[config.mk]
export PLATFORM = sky130hd
export DESIGN_NAME = dmem_arbiter
export DESIGN_NICKNAME = d
export VERILOG_FILES = /design/src/rtl/dmem_arbiter_pkg.sv /design/src/rtl/dmem_arbiter_rr_hold_ctr.sv /design/src/rtl/dmem_arbiter.sv
export SDC_FILE = /design/constraint.sdc
export NUM_CORES = 1
export LEC_CHECK = 0
export ABC_CLOCK_PERIOD_IN_PS = 4600
export CAP_MARGIN = 20
export CELL_PAD_IN_SITES_DETAIL_PLACEMENT = 1
export CELL_PAD_IN_SITES_GLOBAL_PLACEMENT = 2
export CORE_MARGIN = 4
export CORE_UTILIZATION = 17
export DETAILED_ROUTE_END_ITERATION = 7
export PLACE_DENSITY = 0.93
export SLEW_MARGIN = 20
export SYNTH_ARGS = -nofsm -noshare
export SYNTH_HDL_FRONTEND = slang
export SYNTH_SLANG_ARGS = --single-unit
[constraint.sdc]
create_clock -name CLK -period 4.6 [get_ports CLK]
set_input_delay 0.46 -clock CLK [delete_from_list [all_inputs] [get_ports CLK]]
set_output_delay 0.46 -clock CLK [all_outputs]
set_load 0.01 [all_outputs]
[src/rtl/dmem_arbiter_pkg.sv]
// Shared types and constants for the DataRAM arbiter between the core and the loader.
package dmem_arbiter_pkg;

   typedef enum logic [1:0] {
      IDLE = 2'b00,
      CORE = 2'b01,
      LDR  = 2'b10
   } owner_e;

   localparam logic TAG_CORE = 1'b0;
   localparam logic TAG_LDR  = 1'b1;

   localparam int unsigned DEF_AW = 8;
   localparam int unsigned DEF_DW = 16;

endpackage

[src/rtl/dmem_arbiter_rr_hold_ctr.sv]
// Grant decision for the DataRAM port: core priority, bounded by a count of
// consecutive core grants taken while the loader is waiting.
module rr_hold_ctr
   import dmem_arbiter_pkg::*;
#(
   parameter int unsigned MAX_HOLD = 4
)
(
   input  logic   CLK,
   input  logic   start,
   input  logic   core_req,
   input  logic   ldr_req,
   output logic   core_gnt,
   output logic   ldr_gnt,
   output owner_e owner
);

   localparam logic [3:0] MAX_HOLD_C = 4'(MAX_HOLD);

   owner_e     owner_r;
   owner_e     owner_nxt_s;
   logic [3:0] hold_r;
   logic [3:0] hold_nxt_s;

   // Next owner: core wins contention until it has held MAX_HOLD grants in a row.
   always_comb begin
      owner_nxt_s = IDLE;
      if (start) begin
         owner_nxt_s = IDLE;
      end else if (core_req && ldr_req) begin
         if (hold_r == MAX_HOLD_C) begin
            owner_nxt_s = LDR;
         end else begin
            owner_nxt_s = CORE;
         end
      end else if (core_req) begin
         owner_nxt_s = CORE;
      end else if (ldr_req) begin
         owner_nxt_s = LDR;
      end else begin
         owner_nxt_s = IDLE;
      end
   end

   // Grant decode and starvation count update.
   always_comb begin
      core_gnt   = 1'b0;
      ldr_gnt    = 1'b0;
      hold_nxt_s = hold_r;
      case (owner_nxt_s)
         CORE:    core_gnt = 1'b1;
         LDR:     ldr_gnt  = 1'b1;
         default: begin
            core_gnt = 1'b0;
            ldr_gnt  = 1'b0;
         end
      endcase
      if (!ldr_req || ldr_gnt) begin
         hold_nxt_s = 4'd0;
      end else if (core_gnt && (hold_r < MAX_HOLD_C)) begin
         hold_nxt_s = hold_r + 4'd1;
      end else begin
         hold_nxt_s = hold_r;
      end
   end

   // Owner and hold count registers.
   always_ff @(posedge CLK) begin
      if (start) begin
         owner_r <= IDLE;
         hold_r  <= 4'd0;
      end else begin
         owner_r <= owner_nxt_s;
         hold_r  <= hold_nxt_s;
      end
   end

   assign owner = owner_r;

endmodule

[src/rtl/dmem_arbiter.sv]
// DataRAM port arbiter: muxes core/loader accesses onto the RAM and routes the
// one-cycle-latency read data back to whichever requester issued the read.
module dmem_arbiter
   import dmem_arbiter_pkg::*;
#(
   parameter int unsigned AW       = DEF_AW,
   parameter int unsigned DW       = DEF_DW,
   parameter int unsigned MAX_HOLD = 4
)
(
   input  logic          CLK,
   input  logic          start,
   input  logic          core_req,
   input  logic          core_we,
   input  logic [AW-1:0] core_addr,
   input  logic [DW-1:0] core_wdata,
   output logic          core_gnt,
   output logic          core_rvalid,
   output logic [DW-1:0] core_rdata,
   input  logic          ldr_req,
   input  logic          ldr_we,
   input  logic [AW-1:0] ldr_addr,
   input  logic [DW-1:0] ldr_wdata,
   output logic          ldr_gnt,
   output logic          ldr_rvalid,
   output logic [DW-1:0] ldr_rdata,
   output logic [AW-1:0] mem_addr,
   output logic          mem_we,
   output logic          mem_re,
   output logic [DW-1:0] mem_wdata,
   input  logic [DW-1:0] mem_rdata,
   output logic [15:0]   core_stall_cnt
);

   owner_e      owner_s;
   logic        rd_valid_r;
   logic        rd_who_s;
   logic [15:0] stall_cnt_r;

   rr_hold_ctr #(.MAX_HOLD(MAX_HOLD)) u_hold_ctr (
      .CLK      (CLK),
      .start    (start),
      .core_req (core_req),
      .ldr_req  (ldr_req),
      .core_gnt (core_gnt),
      .ldr_gnt  (ldr_gnt),
      .owner    (owner_s)
   );

   // Drive the RAM from the granted requester; park at zero when idle.
   always_comb begin
      mem_addr  = {AW{1'b0}};
      mem_wdata = {DW{1'b0}};
      mem_we    = 1'b0;
      mem_re    = 1'b0;
      if (core_gnt) begin
         mem_addr  = core_addr;
         mem_wdata = core_wdata;
         mem_we    = core_we;
         mem_re    = ~core_we;
      end else if (ldr_gnt) begin
         mem_addr  = ldr_addr;
         mem_wdata = ldr_wdata;
         mem_we    = ldr_we;
         mem_re    = ~ldr_we;
      end else begin
         mem_addr  = {AW{1'b0}};
         mem_wdata = {DW{1'b0}};
      end
   end

   // Read tag valid bit; owner already records who was granted last cycle,
   // so it serves as the tag's requester field.
   always_ff @(posedge CLK) begin
      if (start) begin
         rd_valid_r <= 1'b0;
      end else begin
         rd_valid_r <= mem_re;
      end
   end

   assign rd_who_s = (owner_s == LDR) ? TAG_LDR : TAG_CORE;

   // Return path; a pending read is dropped if reset lands on its data cycle.
   always_comb begin
      core_rvalid = 1'b0;
      ldr_rvalid  = 1'b0;
      core_rdata  = {DW{1'b0}};
      ldr_rdata   = {DW{1'b0}};
      if (rd_valid_r && !start) begin
         if (rd_who_s == TAG_LDR) begin
            ldr_rvalid = 1'b1;
            ldr_rdata  = mem_rdata;
         end else begin
            core_rvalid = 1'b1;
            core_rdata  = mem_rdata;
         end
      end else begin
         core_rvalid = 1'b0;
         ldr_rvalid  = 1'b0;
      end
   end

   // Saturating count of cycles where the core asked and was refused.
   always_ff @(posedge CLK) begin
      if (start) begin
         stall_cnt_r <= 16'd0;
      end else if (core_req && !core_gnt && (stall_cnt_r != 16'hFFFF)) begin
         stall_cnt_r <= stall_cnt_r + 16'd1;
      end else begin
         stall_cnt_r <= stall_cnt_r;
      end
   end

   assign core_stall_cnt = stall_cnt_r;

endmodule
# Yosys cells after proc, flatten, opt, wreduce, memory -nomap -nowiden
# Cells that the tools add are included.
# W data, S select, Z words.
# totals
in_bits	70
ff_bits	23
output_inout_bits	78
elab_cells	48
# op_classes
n_bitwise	2
n_addsub	2
eq_ne	5
order_cmp	1
reduce_logical	10
mux	24
# op_table
cell	n
$mux W16	6
$add A16 B1 Y16 const B	1
$mux W8	2
$ne A16 B16 Y1 const B	1
$mux W1	11
$mux W2	5
$logic_and A1 B1 Y1	5
$add A4 B1 Y4 const B	1
$eq A2 B2 Y1 const B	2
$eq A4 B3 Y1 const B	1
$lt A4 B3 Y1 const B	1
$logic_not A1 Y1	3
$eq A2 B1 Y1 const B	1
$not A1 Y1	2
$reduce_or A2 Y1	1
$logic_or A1 B1 Y1	1

# Logic depth before layout (Yosys ltp)
# depth
depth_word	9
mapped_depth	7
ltp_nobuf	6

# Cells and area by module
# Synthesis repeated with hierarchy kept, for this count alone.
# hier_totals
hier_cells	204
hier_area_um2	1642.8
# modules_own_cells
module	area_each_um2	cells_per_inst	n_inst
dmem_arbiter	1360.1	176	1
rr_hold_ctr	282.8	28	1

# Worst setup path before layout
# OpenSTA, ideal clock, no wires.
# synth_timing
path_type	flip-flop to output port
startpoint	register u_hold_ctr.hold_r[0]
endpoint	output mem_re
arrival_ns	1.757
setup_slack_ns	2.383
path_stages_with_launch	8
required_time_ns	4.140
path_buffers	1
path_cell_list	dfxtp_1 > inv_1 > ha_1 > and4b_4 > nor3b_2 > buf_2 > inv_2 > o22ai_1
# synth_rtl
item	line_no	text
from (decl)	dmem_arbiter_rr_hold_ctr.sv:22	logic [3:0] hold_r;
from (signal assigned)	dmem_arbiter_rr_hold_ctr.sv:74	hold_r <= hold_nxt_s;
$eq A4 B3 Y1	dmem_arbiter_rr_hold_ctr.sv:31	if (hold_r == MAX_HOLD_C) begin
$mux W2	dmem_arbiter_rr_hold_ctr.sv:31	
$mux W2	dmem_arbiter_rr_hold_ctr.sv:30	end else if (core_req && ldr_req) begin
$mux W2	dmem_arbiter_rr_hold_ctr.sv:28	if (start) begin
$eq A2 B1 Y1	dmem_arbiter_rr_hold_ctr.sv:50	case (owner_nxt_s)
$mux W1	dmem_arbiter_rr_hold_ctr.sv:50	
named net core_gnt	dmem_arbiter.sv:17	output logic core_gnt,
$mux W1	dmem_arbiter.sv:56	if (core_gnt) begin
to (decl)	dmem_arbiter.sv:29	output logic mem_re,
# The timed path passes the listed nets, and every way through them passes these cells.

# Worst setup path after layout
# layout_timing
startpoint	input start
endpoint	output mem_re
# layout_between
elab_chain_cells	5
# layout_rtl
item	line_no	text
from (decl)	dmem_arbiter.sv:12	input logic start,
$mux W2 *	dmem_arbiter_rr_hold_ctr.sv:28	
$eq A2 B2 Y1	dmem_arbiter_rr_hold_ctr.sv:50	
$mux W1	dmem_arbiter_rr_hold_ctr.sv:50	
$mux W1	dmem_arbiter.sv:61	end else if (ldr_gnt) begin
$mux W1 *	dmem_arbiter.sv:56	
# Mark *: on every way between the ends. The rest lies on a longest branch, timed or not.

==> results.cfg <==
[logic_synthesis]
syn_area_per_cell_sq_um = 8.33
ys_warn_count = 0
netlist_instances = 202
synthArstFlopShare_pct = 0
synth_fp_nets = 275
synth_edf_count = 0
mappedNetlistArea_sq_mm = 0.00168
yosysSeqAreaShare_pct = 27.4
ys_ff_latch = 23
ys.flop_type = dfxtp_1
yosysUniqueCellTypes = 38

[power_and_ir_drop]
p_total_uw = 489
vdd_ir_drop_max_v = 0.0000797
p_leak_nw = 1.15
power.density_mw_per_mm2 = 147

[floorplanning]
start_util_pct = 17.4
fp.dieW_um = 107
dieHeight_um = 107
ios = 148
rows = 36
core-area_sq_mm = 0.00968
die_area_sq_mm = 0.0116

[cells_and_area]
drive_gt1_share_pct = 4.96
area_growth_pct = 97.7
fin_area_sq_mm = 0.00333
n_antenna_cell = 0
nets = 417
nFillCells = 1150

[worst_setup_path]
cp_slowest_cell = clkdlybuf4s50_1
setup.worst_path.class = input port to output pin
cp.required_ns = 4.14
path_cells = clkdlybuf4s50_1 -> nor2b_1 -> a21boi_2 -> buf_4 -> inv_1 -> o22ai_1 -> clkdlybuf4s50_1
rrSetupSlack_ns = 2.26
cp-startpoint = start
crit_end = mem_re
cp_max_fo = 27
timing.rr.start = core_stall_cnt[0]
r2r-end = core_stall_cnt[10]
slowest_delay_ns = 0.57
cpMostUsedCell = clkdlybuf4s50_1
arrival_ns = 2.49
cp-start-kind = input port
r2r.worst_path.cells = 5
cp-end-kind = output pin

[worst_hold_path]
hp-class = flip-flop to flip-flop
hold_depth = 2

[clock_tree]
clkSlewWorstSetupHoldPaths_ns = 0.08
cts_sinks = 23
cts_resized = 0
clk_path_buf_depth = 2
cts_tree = yes
cts-root-buf = clkbuf_8
clkLatencyLatePin_ns = 0.27
ctsHoldBuffers = 0
htree_levels = 1
cts_buffers = 3
post-cts-setup-buffers = 0

[global_route]
grt_max_degree = 29
track_usage_pct = 12.3
antenna_found_initial = 0
grt_pass1_wl_mm = 11.5
grt_overflow = 0
grt_pass1_vias = 2142

[timing]
fmax_ghz = 0.339
worstMarginPinSlew_ns = 1.04
finalSetupViolCount = 0
slew_violations = 0
rsz0062_at_grt = no
final_hold_viol_count = 0
finClkSkew_ns = 0.00523
setup-tns-final_ns = 0
fin_crit_sh_pct = 64.2
period_minus_slack_ns = 2.95
max_slew_margin_pct = 30.4

[placement]
portBuffers = 147
gp_congestion = 0.756
placed_cell_area_sq_mm = 0.00328
hpwlAfterDp_mm = 6.14

[route]
vias = 2094
drt_wl_total_mm = 7.53
maxUsedRoutingLayer = met4
ant_nets = 0
wl_met2_mm = 4.01
routed_via_density = 4.40
wl_per_cell_um = 15.8
route.detailed.drc = 0
drt_iter0_drc = 121
wl_met3_um = 385
firstDrtPassIters = 4
wl_met1_mm = 3.02

[outcome]
outcome = finished clean

[flow_run]
cap_viol_max_count = 0
[synthesized netlist by cell type, types with 6 or more instances]
cell type / number / area, sq um
nor2_1: 11 / 41.3
nor2b_1: 8 / 50.1
a22o_1: 25 / 219
buf_2: 8 / 40.0
a21oi_1: 11 / 55.1
or4_1: 7 / 52.6
dfxtp_1: 23 / 460
and2_1: 32 / 200
nand3_1: 8 / 40.0
inv_1: 6 / 22.5
o31ai_1: 7 / 52.6
[sequential cells by signal (all words and copies together) (netlist names)]
name,count
core_stall_cnt,16
u_hold_ctr.hold_r,4
u_hold_ctr.owner,2
rd_valid_r,1
[power breakdown]
part           internal (mW)  total [mW]  switching, mW
registers              0.201       0.203        0.00165
clock network         0.0606       0.128         0.0675
logic                  0.102       0.158         0.0562
total                  0.364       0.489          0.125
[worst min-delay path by stage]
stage                           end            startpoint  slack (ns)
6_report       u_hold_ctr.hold_r[3]  u_hold_ctr.hold_r[3]        0.50
5_1_grt        u_hold_ctr.hold_r[3]  u_hold_ctr.hold_r[3]        0.54
4_1_cts        u_hold_ctr.hold_r[3]  u_hold_ctr.hold_r[3]        0.49
3_5_place_dp   u_hold_ctr.hold_r[3]  u_hold_ctr.hold_r[3]        0.48
3_3_place_gp   u_hold_ctr.hold_r[3]  u_hold_ctr.hold_r[3]        0.47
2_1_floorplan  u_hold_ctr.hold_r[3]  u_hold_ctr.hold_r[3]        0.45
[critical path: cells and delay by family]
kind | cells | cell delay, ns
buffers and inverters | 4 | 1.48
AOI/OAI and AO/OA | 2 | 0.31
and+or+nand+nor | 1 | 0.23
[area by class of cell]
| cell class | count | area (sq um) | area share (%) |
|---|---|---|---|
| Timing Repair Buffer | 151 | 1500 | 45.1 |
| Multi-Input combinational cell | 158 | 1130 | 33.8 |
| Sequential cell | 23 | 460 | 13.8 |
| Tap cell | 133 | 166 | 5.00 |
| Clock buffer | 3 | 41.3 | 1.24 |
| Inverter | 7 | 26.3 | 0.790 |
| Clock inverter | 1 | 5.00 | 0.150 |
[cell usage in the layout (no fill, tap or decap)]
cell type / count
clkdlybuf4s50_1: 147
and2_1: 32
a22o_1: 25
dfxtp_1: 23
a21oi_1: 11
nor2_1: 11
nor2b_1: 8
nand3_1: 8
o31ai_1: 7
or4_1: 7
inv_1: 6
nand2_1: 5
nor4_1: 5
nand4_1: 4
mux2_1: 4
buf_4: 4
and4_1: 3
o21ai_0: 3
ha_1: 3
clkbuf_8: 3
nor3b_1: 2
o22ai_1: 2
nor4b_1: 2
or3_1: 2
mux2_2: 2
and4b_4: 1
nor3b_2: 1
nand3b_1: 1
a21boi_2: 1
and3b_1: 1
inv_2: 1
o211ai_4: 1
nor4_4: 1
o21ai_2: 1
a21boi_0: 1
or3b_1: 1
a31oi_1: 1
xnor2_1: 1
clkinv_2: 1
[stage by stage]
step | worst slack (ns) | instances | util (%) | hold slack, ns
after floorplan | 2.38 | 202 | - | 0.446
after global placement | 1.70 | 472 | 33.9 | 0.465
after detailed placement | 1.64 | 472 | 33.9 | 0.477
after CTS | 1.64 | 476 | 34.4 | 0.493
after global routing | 1.51 | 476 | 34.4 | 0.539
final | 1.65 | 476 | 34.4 | 0.497
[routing by layer]
layer  global-route usage [%]  vias to the layer above
li1                         -                     1031
met1                     14.9                      995
met2                     21.9                       58
met3                     2.46                       10
met4                     3.34                        0
met5                        0                        -
[cells by family after synthesis]
family,count (synthesis),synth area share [%]
flops,23,27.4
simple gates,95,35.8
buf+inv,21,5.72
compound gates,53,24.3
xor+xnor,1,0.521
fa+ha+maj,3,2.23
mux,6,4.01
(Power assumes the default switching activity.)
